**config.mk**
```make
export PLATFORM = sky130hd
export DESIGN_NAME = lcd_frame_scheduler
export DESIGN_NICKNAME = d
export VERILOG_FILES = /design/src/rtl/lcd_frame_scheduler.sv
export SDC_FILE = /design/constraint.sdc
export NUM_CORES = 1
export LEC_CHECK = 0
export ABC_CLOCK_PERIOD_IN_PS = 2100
export BUFFER_PORTS_ARGS = -buffer_cell sky130_fd_sc_hd__buf_2
export CAP_MARGIN = 20
export CORE_MARGIN = 2
export CORE_UTILIZATION = 45
export CTS_CLUSTER_DIAMETER = 30
export DETAILED_ROUTE_END_ITERATION = 10
export GPL_ROUTABILITY_DRIVEN = 0
export HOLD_SLACK_MARGIN = 0.15
export PLACE_DENSITY = 0.72
export SLEW_MARGIN = 10
export SYNTH_ARGS = -nofsm -noshare
export SYNTH_HDL_FRONTEND = slang
export SYNTH_SLANG_ARGS = --single-unit
```
**constraint.sdc**
```tcl
create_clock -name clk_out -period 2.1 [get_ports clk_out]
set_clock_uncertainty 0.05 [all_clocks]
set_input_delay 0 -clock clk_out [delete_from_list [all_inputs] [get_ports clk_out]]
set_output_delay 0 -clock clk_out [all_outputs]
set_load 0.03 [all_outputs]
```
**src/rtl/lcd_frame_scheduler.sv**
```systemverilog
// Round-robin frame scheduler feeding a fixed-colour fill frame to an LCD controller.
// One requester owns the display at a time; each frame consumes exactly RESOLUTION pixel strobes.
module lcd_frame_scheduler #(
    parameter int RESOLUTION = 76800,
    parameter int PIXEL_SIZE = 16,
    parameter int N_REQ      = 4
) (
    input  logic                        clk_out,
    input  logic                        rst,
    input  logic [N_REQ-1:0]            req,
    input  logic [N_REQ*PIXEL_SIZE-1:0] color_in,
    input  logic                        px_strobe,
    output logic [PIXEL_SIZE-1:0]       pixel_out,
    output logic                        frame_done,
    output logic [N_REQ-1:0]            grant,
    output logic [N_REQ-1:0]            ack,
    output logic                        busy
);
    localparam int CW = (RESOLUTION > 1) ? $clog2(RESOLUTION) : 1;
    localparam int IW = (N_REQ > 1) ? $clog2(N_REQ) : 1;

    typedef enum logic [1:0] {IDLE, STREAM, DONE} state_t;

    state_t                state, state_nxt;
    logic [CW-1:0]         pix_cnt;
    logic [IW-1:0]         rr_ptr, owner, win_idx, cand;
    logic [PIXEL_SIZE-1:0] color_q;
    logic [PIXEL_SIZE-1:0] colors [N_REQ];
    logic [N_REQ-1:0]      win_oh;
    logic                  found, last_px;

    for (genvar g = 0; g < N_REQ; g++) begin : g_col
        assign colors[g] = color_in[g*PIXEL_SIZE +: PIXEL_SIZE];
    end

    assign last_px = (pix_cnt == CW'(RESOLUTION - 1));
    assign busy    = (state != IDLE);

    // First requester at or above rr_ptr, wrapping past N_REQ-1.
    always_comb begin
        found   = 1'b0;
        win_idx = '0;
        win_oh  = '0;
        cand    = '0;
        for (int k = 0; k < N_REQ; k++) begin
            cand = IW'((int'(rr_ptr) + k) % N_REQ);
            if (!found && req[cand]) begin
                found   = 1'b1;
                win_idx = cand;
            end
        end
        if (found) win_oh[win_idx] = 1'b1;
    end

    always_comb begin
        state_nxt = state;
        case (state)
            IDLE:    if (found) state_nxt = STREAM;
            STREAM:  if (px_strobe && last_px) state_nxt = DONE;
            DONE:    state_nxt = IDLE;
            default: state_nxt = IDLE;
        endcase
    end

    always_ff @(posedge clk_out) begin
        if (!rst) state <= IDLE;
        else      state <= state_nxt;
    end

    // ack/grant/frame_done change on the last-strobe edge so they are
    // visible during the DONE cycle; the owner can drop req before IDLE.
    always_ff @(posedge clk_out) begin
        if (!rst) begin
            pix_cnt    <= '0;
            rr_ptr     <= '0;
            owner      <= '0;
            color_q    <= '0;
            pixel_out  <= '0;
            frame_done <= 1'b1;
            grant      <= '0;
            ack        <= '0;
        end else begin
            ack <= '0;
            case (state)
                IDLE: if (found) begin
                    color_q    <= colors[win_idx];
                    grant      <= win_oh;
                    owner      <= win_idx;
                    pix_cnt    <= '0;
                    frame_done <= 1'b0;
                end
                STREAM: if (px_strobe) begin
                    pixel_out <= color_q;
                    if (last_px) begin
                        ack        <= grant;
                        grant      <= '0;
                        frame_done <= 1'b1;
                    end else begin
                        pix_cnt <= pix_cnt + 1'b1;
                    end
                end
                DONE: rr_ptr <= (owner == IW'(N_REQ - 1)) ? '0 : owner + 1'b1;
                default: ;
            endcase
        end
    end
endmodule

```
* Word level (Yosys, flattened, before mapping) *
Index checks and enable logic that the tools add are counted.

storage, ports and cells
  logic and storage cells = 85
  register bits = 64
  output and inout port bits = 26
  input port bits = 71

cells by class
  bitwise gates (word level) = 1
  $add $sub $neg = 5
  reduce and logical (&&, ||, !) cells = 17
  muxes and demuxes = 37
  equality and inequality tests = 9
  order comparisons = 7

operators by type and width
  operator                                                               count
  17-bit two-way mux                                                     3
  17-bit case mux with 2 select lines                                    1
  16-bit binary-select mux with 2-bit select                             1
  16-bit two-way mux                                                     2
  17-bit by 1-bit adder with 17-bit output (second input constant)       1
  17-bit equality test (second input constant)                           1
  2-bit by 3-bit < comparator with 1-bit output (second input constant)  5
  2-bit two-way mux                                                      7
  1-bit two-way mux                                                      12
  4-bit two-way mux                                                      3
  4-bit AND reduction                                                    3
  2-bit inequality test (second input constant)                          5
  1-bit binary-select mux with 2-bit select                              4
  4-bit case mux with 2 select lines                                     1
  2-bit AND reduction                                                    3
  1-bit logical AND                                                      5
  2-bit by 1-bit adder with 2-bit output (second input constant)         2
  2-bit adder (second input constant)                                    2
  2-bit equality test (second input constant)                            2
  2-bit case mux with 2 select lines                                     1
  2-bit nonzero test                                                     2
  3-bit >= comparator (second input constant)                            1
  1-bit logical NOT                                                      3
  2-bit NOT with 3-bit output                                            1
  5 further kinds                                                        5

* Longest topological paths before layout *
Gate-level depths: netlist of run 1.

  depth in word-level cells = 18
  mapped depth = 8
  gate-level depth less buffers = 6

* Worst setup path before layout of run 1 *
Ideal clock, no wire load.

  kind = flip-flop to flip-flop
  from = reg pix_cnt[0]
  to = reg grant[3]
  clock period less this slack = 1.837 ns
  arrival = 1.666 ns
  stages on the path, launching flop included = 7
  path slack = 0.263 ns
  data required time = 1.929 ns
  cells stage by stage = dfxtp_1 ha_1 nand3_1 or3_4 nor2_1 a21oi_1 a2bb2o_1

between the ends
  word-level cells in the longest chain between the ends = 3

ends and longest elaborated chain
  item                             line  text
  start: declaration               25    logic [CW-1:0] pix_cnt;
  start signal: assignment         99    pix_cnt <= pix_cnt + 1'b1;
  17-bit equality test             36    assign last_px = (pix_cnt == CW'(RESOLUTION - 1));
  2-bit inequality test (no line)  n/a
  4-bit AND reduction (no line)    n/a
  end signal: assignment           87    grant <= win_oh;
  end: declaration                 15    output logic [N_REQ-1:0] grant,

No other way between the ends.
A chain may end at the register's enable or synchronous reset.

* Worst setup path after layout of run 1 *
  from = reg pix_cnt[0]
  to = reg grant[2]

Same word-level chain as after synthesis.

==> results of run 1 <==
[layer usage]
metal | share of wire | up-vias | track usage
met5 | 0 | - | 0
met1 | 0.39 | 1459 | 0.295
met2 | 0.48 | 149 | 0.487
met3 | 0.071 | 45 | 0.0943
met4 | 0.055 | 0 | 0.176
li1 | - | 1521 | -
[where the power goes]
part           internal, uW  total (uW)  leakage, uW  switching, uW
Sequential             1260        1290     0.000521           30.0
Combinational           239         475      0.00123            236
Clock                   667        1170     0.000101            500
Total                  2170        2930      0.00185            766
[repair_timing]
item | 4_1_cts | 5_1_grt
hold endpoints to repair | 39 | 0
endpoints found under the setup margin | 0 | 18
buffers inserted | 0 | 0
hold buffers | 67 | 0
resized for setup | 0 | 1
[synthesized netlist by cell type (2+ instances only)]
master and count:
nand2_1 66, dfxtp_1 64, mux2i_1 34, a21oi_1 28, nor2_1 17, o221ai_2 9, o221ai_1 7, or3_1 7
and2_1 6, nor2b_1 6, xor2_1 6, clkbuf_1 5, inv_1 5, o21ai_1 5, buf_2 4, nand3_1 4
nand4_1 4, o211ai_1 4, or4_1 4, buf_4 3, buf_6 3, a2bb2o_1 2, ha_1 2, nor2_2 2
nor3_1 2, nor4_1 2, nor4_2 2, o2bb2ai_1 2
[kinds of logic after synthesis]
family	count (synthesis)
AO/OA/AOI/OAI	65
XOR/XNOR	6
buffers and inverters	22
flip-flops	64
AND/OR/NAND/NOR	136
adder cells (fa/ha/maj)	2
multiplexers	34
[worst max-delay path: cells and delay by family, from the launching register on]
kind            cells  cell delay (ps)
compound gates      2              440
fa+ha+maj           1              190
flops               1              380
simple gates        3              720
[registers in the layout, indices dropped and copies added, names as in the netlist]
signal      cells
frame_done      1
rr_ptr          2
pixel_out      16
grant           4
ack             4
state           2
pix_cnt        17
color_q        16
owner           2
[layout make-up]
cell class	instances	area share
inverters	6	0.00498
clock inverters	7	0.0213
well taps	77	0.0213
flip-flops and latches	64	0.283
clock buffers	9	0.0274
multi-input cells	243	0.362
repair buffers	177	0.280
[placed cells by master, fill, tap and decap left out, types with 7 or more instances in the layout]
master	n
buf_2	96
dlygate4sd3_1	67
nand2_1	66
dfxtp_1	64
mux2i_1	34
a21oi_1	28
nor2_1	17
buf_4	13
o221ai_2	9
clkbuf_8	9
or3_1	7
o221ai_1	7
[per-stage QoR]
step	instance area (um^2)	total power (uW)	instances	setup WS, ps	hold slack, ps
after floorplan	3010	1530	329	263	67.7
after global placement	3630	1660	500	177	230
after detailed placement	3630	1660	500	86.2	232
after CTS	4520	2910	583	52.7	159
after global routing	4530	3040	583	25.8	221
final	4530	2930	583	204	186
[path summary, 6_finish.rpt]
path | to | cells past startpoint | slack (ps)
max | grant[2]$_SDFFE_PN0P_ | 6 | 200
min reg2reg | pixel_out[13]$_SDFFE_PN0P_ | 2 | 400
min | state[0]$_SDFFE_PN0P_ | 4 | 190
max reg2reg | grant[2]$_SDFFE_PN0P_ | 6 | 200
==> flow_summary.ini, run 1 <==
[finish]
register_area_um2 = 1280
areaGrowthSynthToFinish_pct = 50.1
antenna_cells = 0
drive_above_1_share = 0.294
final_util = 0.705
nFillCells = 444
multi_input_area_um2 = 1640
nets = 574

[timing]
period_minus_slack_ps = 1900
fmax_mhz = 528
slew_headroom = 0.577
finalSetupViolCount = 0
tns_ps = 0
min_period_over_period = 0.903
final-hold-violation-count = 0
worst_slew_pin_slew_ps = 633
drv_slew = 0
rsz0062_at_grt = false

[worst_setup_path]
max_stage_delay_ps = 440
r2r_start = pix_cnt[0]$_SDFFE_PN0P_
slowest_stage = or3_4
crit_fanout = 6
start_kind = flop
critPathCaptureType = flop
cp_data_required_time_ps = 2270
crit_arrival_ps = 2070
crit_chain = ha_1, nand3_1, or3_4, nor2_1, a21oi_1, a2bb2o_1
startpoint = pix_cnt[0]$_SDFFE_PN0P_
worstSetupPathType = reg -> reg

[synth]
syn_area_um2 = 3010
synth_xor_area_frac = 0.0174
synth_top_area_cell = dfxtp_1
yosys.cell_types.count = 52
synth_edf_count = 0
yosys_warnings = 0
synth-main-ff-cell = dfxtp_1
syn-num-nets = 402
synth_top_family_by_area = simple AND/OR/NAND/NOR gates
synth_adder_area_share = 0.00830
syn_inst = 329
yosys.area.top_type_share = 0.425
synthMuxAreaShare = 0.113
synth_compound_area_frac = 0.169
async_reset_ff_frac = 0
yosys.area_share.simple = 0.227
synth.avg_cell_area_um2 = 9.16
synth_area_leaders = dfxtp_1 (43%), mux2i_1 (11%), nand2_1 (8.2%)
seq_area_frac_synth = 0.425
ys_ff_latch = 64

[floorplan]
core_region_area_um2 = 6420
rows = 29
fp.dieW_um = 85.8
die_h_um = 85.8
io_pins = 97
dieArea_um2 = 7370
start_util = 0.469

[drt]
via_count = 3174
firstDrtPassIters = 6
drt_iter0_drc = 155
drc_errors = 0
routed_wl_um = 9890
final_antenna_net_count = 0
wl_per_cell_um = 17.0
drt-vias-per-instance = 5.44

[clock_network]
root_buffer = clkbuf_8
cts_max_level = 3
cts_buffer_depth = 2
clkTransAtPathRegs_ps = 70
cts_sinks = 64
clock_latency_ps = 340
cts_made_buffers = 9
cts_tree = built

[grt]
grt_max_degree = 37
grtUsageTotal = 0.282
grt-ovfl-total = 0
grt_first_pass_wirelength_um = 16100
antenna_found_initial = 0
grt_pass1_vias = 3360

[pwr]
power_density_nw_per_um2 = 648
p_leak_uw = 0.00185
vdd_drop_max_mv = 0.457

[status]
status = finished clean

[hold_path]
min-delay-start = req[1]
hold_class = in -> reg

[placement]
port_buffers = 96
dpl.hpwl_um = 5090

[run]
cap_viol_max_count = 0
(Power assumes the default switching activity.)
==> inputs of run 2 (changes only) <==
--- a/config.mk
+++ b/config.mk
@@ -7,12 +7,13 @@
 export LEC_CHECK = 0
 export ABC_CLOCK_PERIOD_IN_PS = 2100
 export BUFFER_PORTS_ARGS = -buffer_cell sky130_fd_sc_hd__buf_2
-export CAP_MARGIN = 20
+export CAP_MARGIN = 40
 export CORE_MARGIN = 2
 export CORE_UTILIZATION = 45
 export CTS_CLUSTER_DIAMETER = 30
 export DETAILED_ROUTE_END_ITERATION = 10
 export GPL_ROUTABILITY_DRIVEN = 0
+export GPL_TIMING_DRIVEN = 0
 export HOLD_SLACK_MARGIN = 0.15
 export PLACE_DENSITY = 0.72
 export SLEW_MARGIN = 10
==> run 2 against run 1 <==
Register-to-register slack got worse by 90 ps. Sequential share of layout area rose by 0.40 points. Sequential cell count did not move. Critical endpoint is now pix_cnt[0]$_SDFFE_PN0P_. Largest cell class unchanged. Largest power group unchanged.
==> flow_summary.ini, run 2 (synthesis gave the netlist of run 1 again) <==
[drt]
final_antenna_net_count = 0
drc_errors = 0
firstDrtPassIters = 7
drt_iter0_drc = 126
via_count = 3191
routed_wl_um = 9390
wl_per_cell_um = 16.0
drt-vias-per-instance = 5.45

[clock_network]
root_buffer = clkbuf_8
cts_made_buffers = 9
cts_sinks = 64
cts_tree = built
cts_buffer_depth = 2
cts_max_level = 3
clock_latency_ps = 340
clkTransAtPathRegs_ps = 70

[pwr]
power_density_nw_per_um2 = 604
vdd_drop_max_mv = 0.423
p_leak_uw = 0.00184

[placement]
dp_cells = 502
port_buffers = 96
dpl.hpwl_um = 5650
place_ws_ps = -103
placed_area_um2 = 3590

[worst_setup_path]
crit_chain = ha_1, nand3_4, or3_4, o21ai_2, buf_6, buf_6, nand2_1, a21oi_1
max_stage_delay_ps = 400
crit_buf_inv = 2
crit_arrival_ps = 2200
start_kind = flop
crit_fanout = 10
path_common_cell = buf_6
path_delay_family = simple AND/OR/NAND/NOR gates
slowest_stage = dfxtp_1
worstSetupPathType = reg -> reg
critPathCaptureType = flop
cp_data_required_time_ps = 2310

[timing]
timing.final.ws_setup_ps = 114
worst_slew_pin_slew_ps = 528
period_minus_slack_ps = 1990
drv_slew = 0
whs_ps = 161
min_period_over_period = 0.946
fmax_mhz = 504
final-hold-violation-count = 0
slew_headroom = 0.648
finalSetupViolCount = 0

[finish]
top_register = pix_cnt
antenna_cells = 0
largestRegisters = pix_cnt (17), color_q (16), pixel_out (16)
largest_reg_flops = 17
final_area_um2 = 4470
instances_no_fill = 585
nets = 577
drive_above_1_share = 0.293
layout_commonest_cell = buf_2
areaGrowthSynthToFinish_pct = 48.2
final_cell_mix = buf_2 (99), nand2_1 (66), dlygate4sd3_1 (66)

[floorplan]
dieArea_um2 = 7370
io_pins = 97
fp.dieW_um = 85.8
core_region_area_um2 = 6420
rows = 29
start_util = 0.469
die_h_um = 85.8

[grt]
antenna_found_initial = 0
grtUsageTotal = 0.260
grt_pass1_vias = 3213
grt_max_degree = 11
grt-ovfl-total = 0
grt_first_pass_wirelength_um = 15000

[status]
status = finished clean

[run]
cap_viol_max_count = 0

[hold_path]
hold_class = in -> reg
-- run 2: cell count changes in the layout (fill, tap and decap cells not counted), moves of 2 or more --
cell | previous run | this run
buf_4 | 13 | 5
clkbuf_1 | 0 | 5
buf_2 | 96 | 99
buf_6 | 0 | 3
clkinv_2 | 1 | 4
clkinvlp_4 | 3 | 0
bufinv_16 | 2 | 0
clkbuf_8 | 9 | 11
nor2_1 | 17 | 15
nor2_2 | 2 | 4
-- run 2: area by class of cell --
cell class              instances  area, um^2
clock inverters                 4        20.0
well taps                      77        96.3
clock buffers                  11         151
fillers                       457        1960
repair buffers                164        1160
plain buffers                  16         101
inverters                       6        22.5
multi-input cells             243        1630
flip-flops and latches         64        1280
-- run 2: stage by stage --
stage               TNS, ps  utilization  power (uW)
floorplan                 0            -        1530
finish                    0        0.696        2700
global route           -104        0.696        2790
CTS                       0        0.691        2680
global placement          0        0.559        1660
detailed placement     -258        0.559        1660
-- run 2: what timing repair did --
action / in CTS / in global routing
setup endpoints to repair: 9 / 24
buffers inserted: 0 / 1
pin swaps: 0 / 1
resized for setup: 2 / 7
hold buffers: 67 / 1
hold endpoints to repair: 29 / 1
cloned: 0 / 0
-- run 2: worst reg2reg max path, cell delays in order, from the launching register on --
cell and delay [ps]:
dfxtp_1 400, ha_1 250, nand3_4 120, or3_4 400, o21ai_2 200, buf_6 160
buf_6 150, nand2_1 70, a21oi_1 130
-- run 2: power breakdown --
group	switching [uW]	total (uW)	internal, uW
logic	231	469	238
registers	30.2	1290	1260
clock network	460	937	477
-- run 2: final timing paths --
path                                  from                         end  slack (ps)  depth (start not counted)
hold / removal                      req[3]       owner[1]$_SDFFE_PN0P_         160                          5
setup reg to reg   pix_cnt[0]$_SDFFE_PN0P_     pix_cnt[0]$_SDFFE_PN0P_         110                          8
setup / recovery   pix_cnt[0]$_SDFFE_PN0P_     pix_cnt[0]$_SDFFE_PN0P_         110                          8
hold reg to reg   color_q[14]$_SDFFE_PN0P_  pixel_out[14]$_SDFFE_PN0P_         410                          2
-- run 2: metal layers --
layer	track usage	routed length, um
met2	0.460	4790
met4	0.118	208
met1	0.301	3730
met3	0.0558	652
met5	0	0
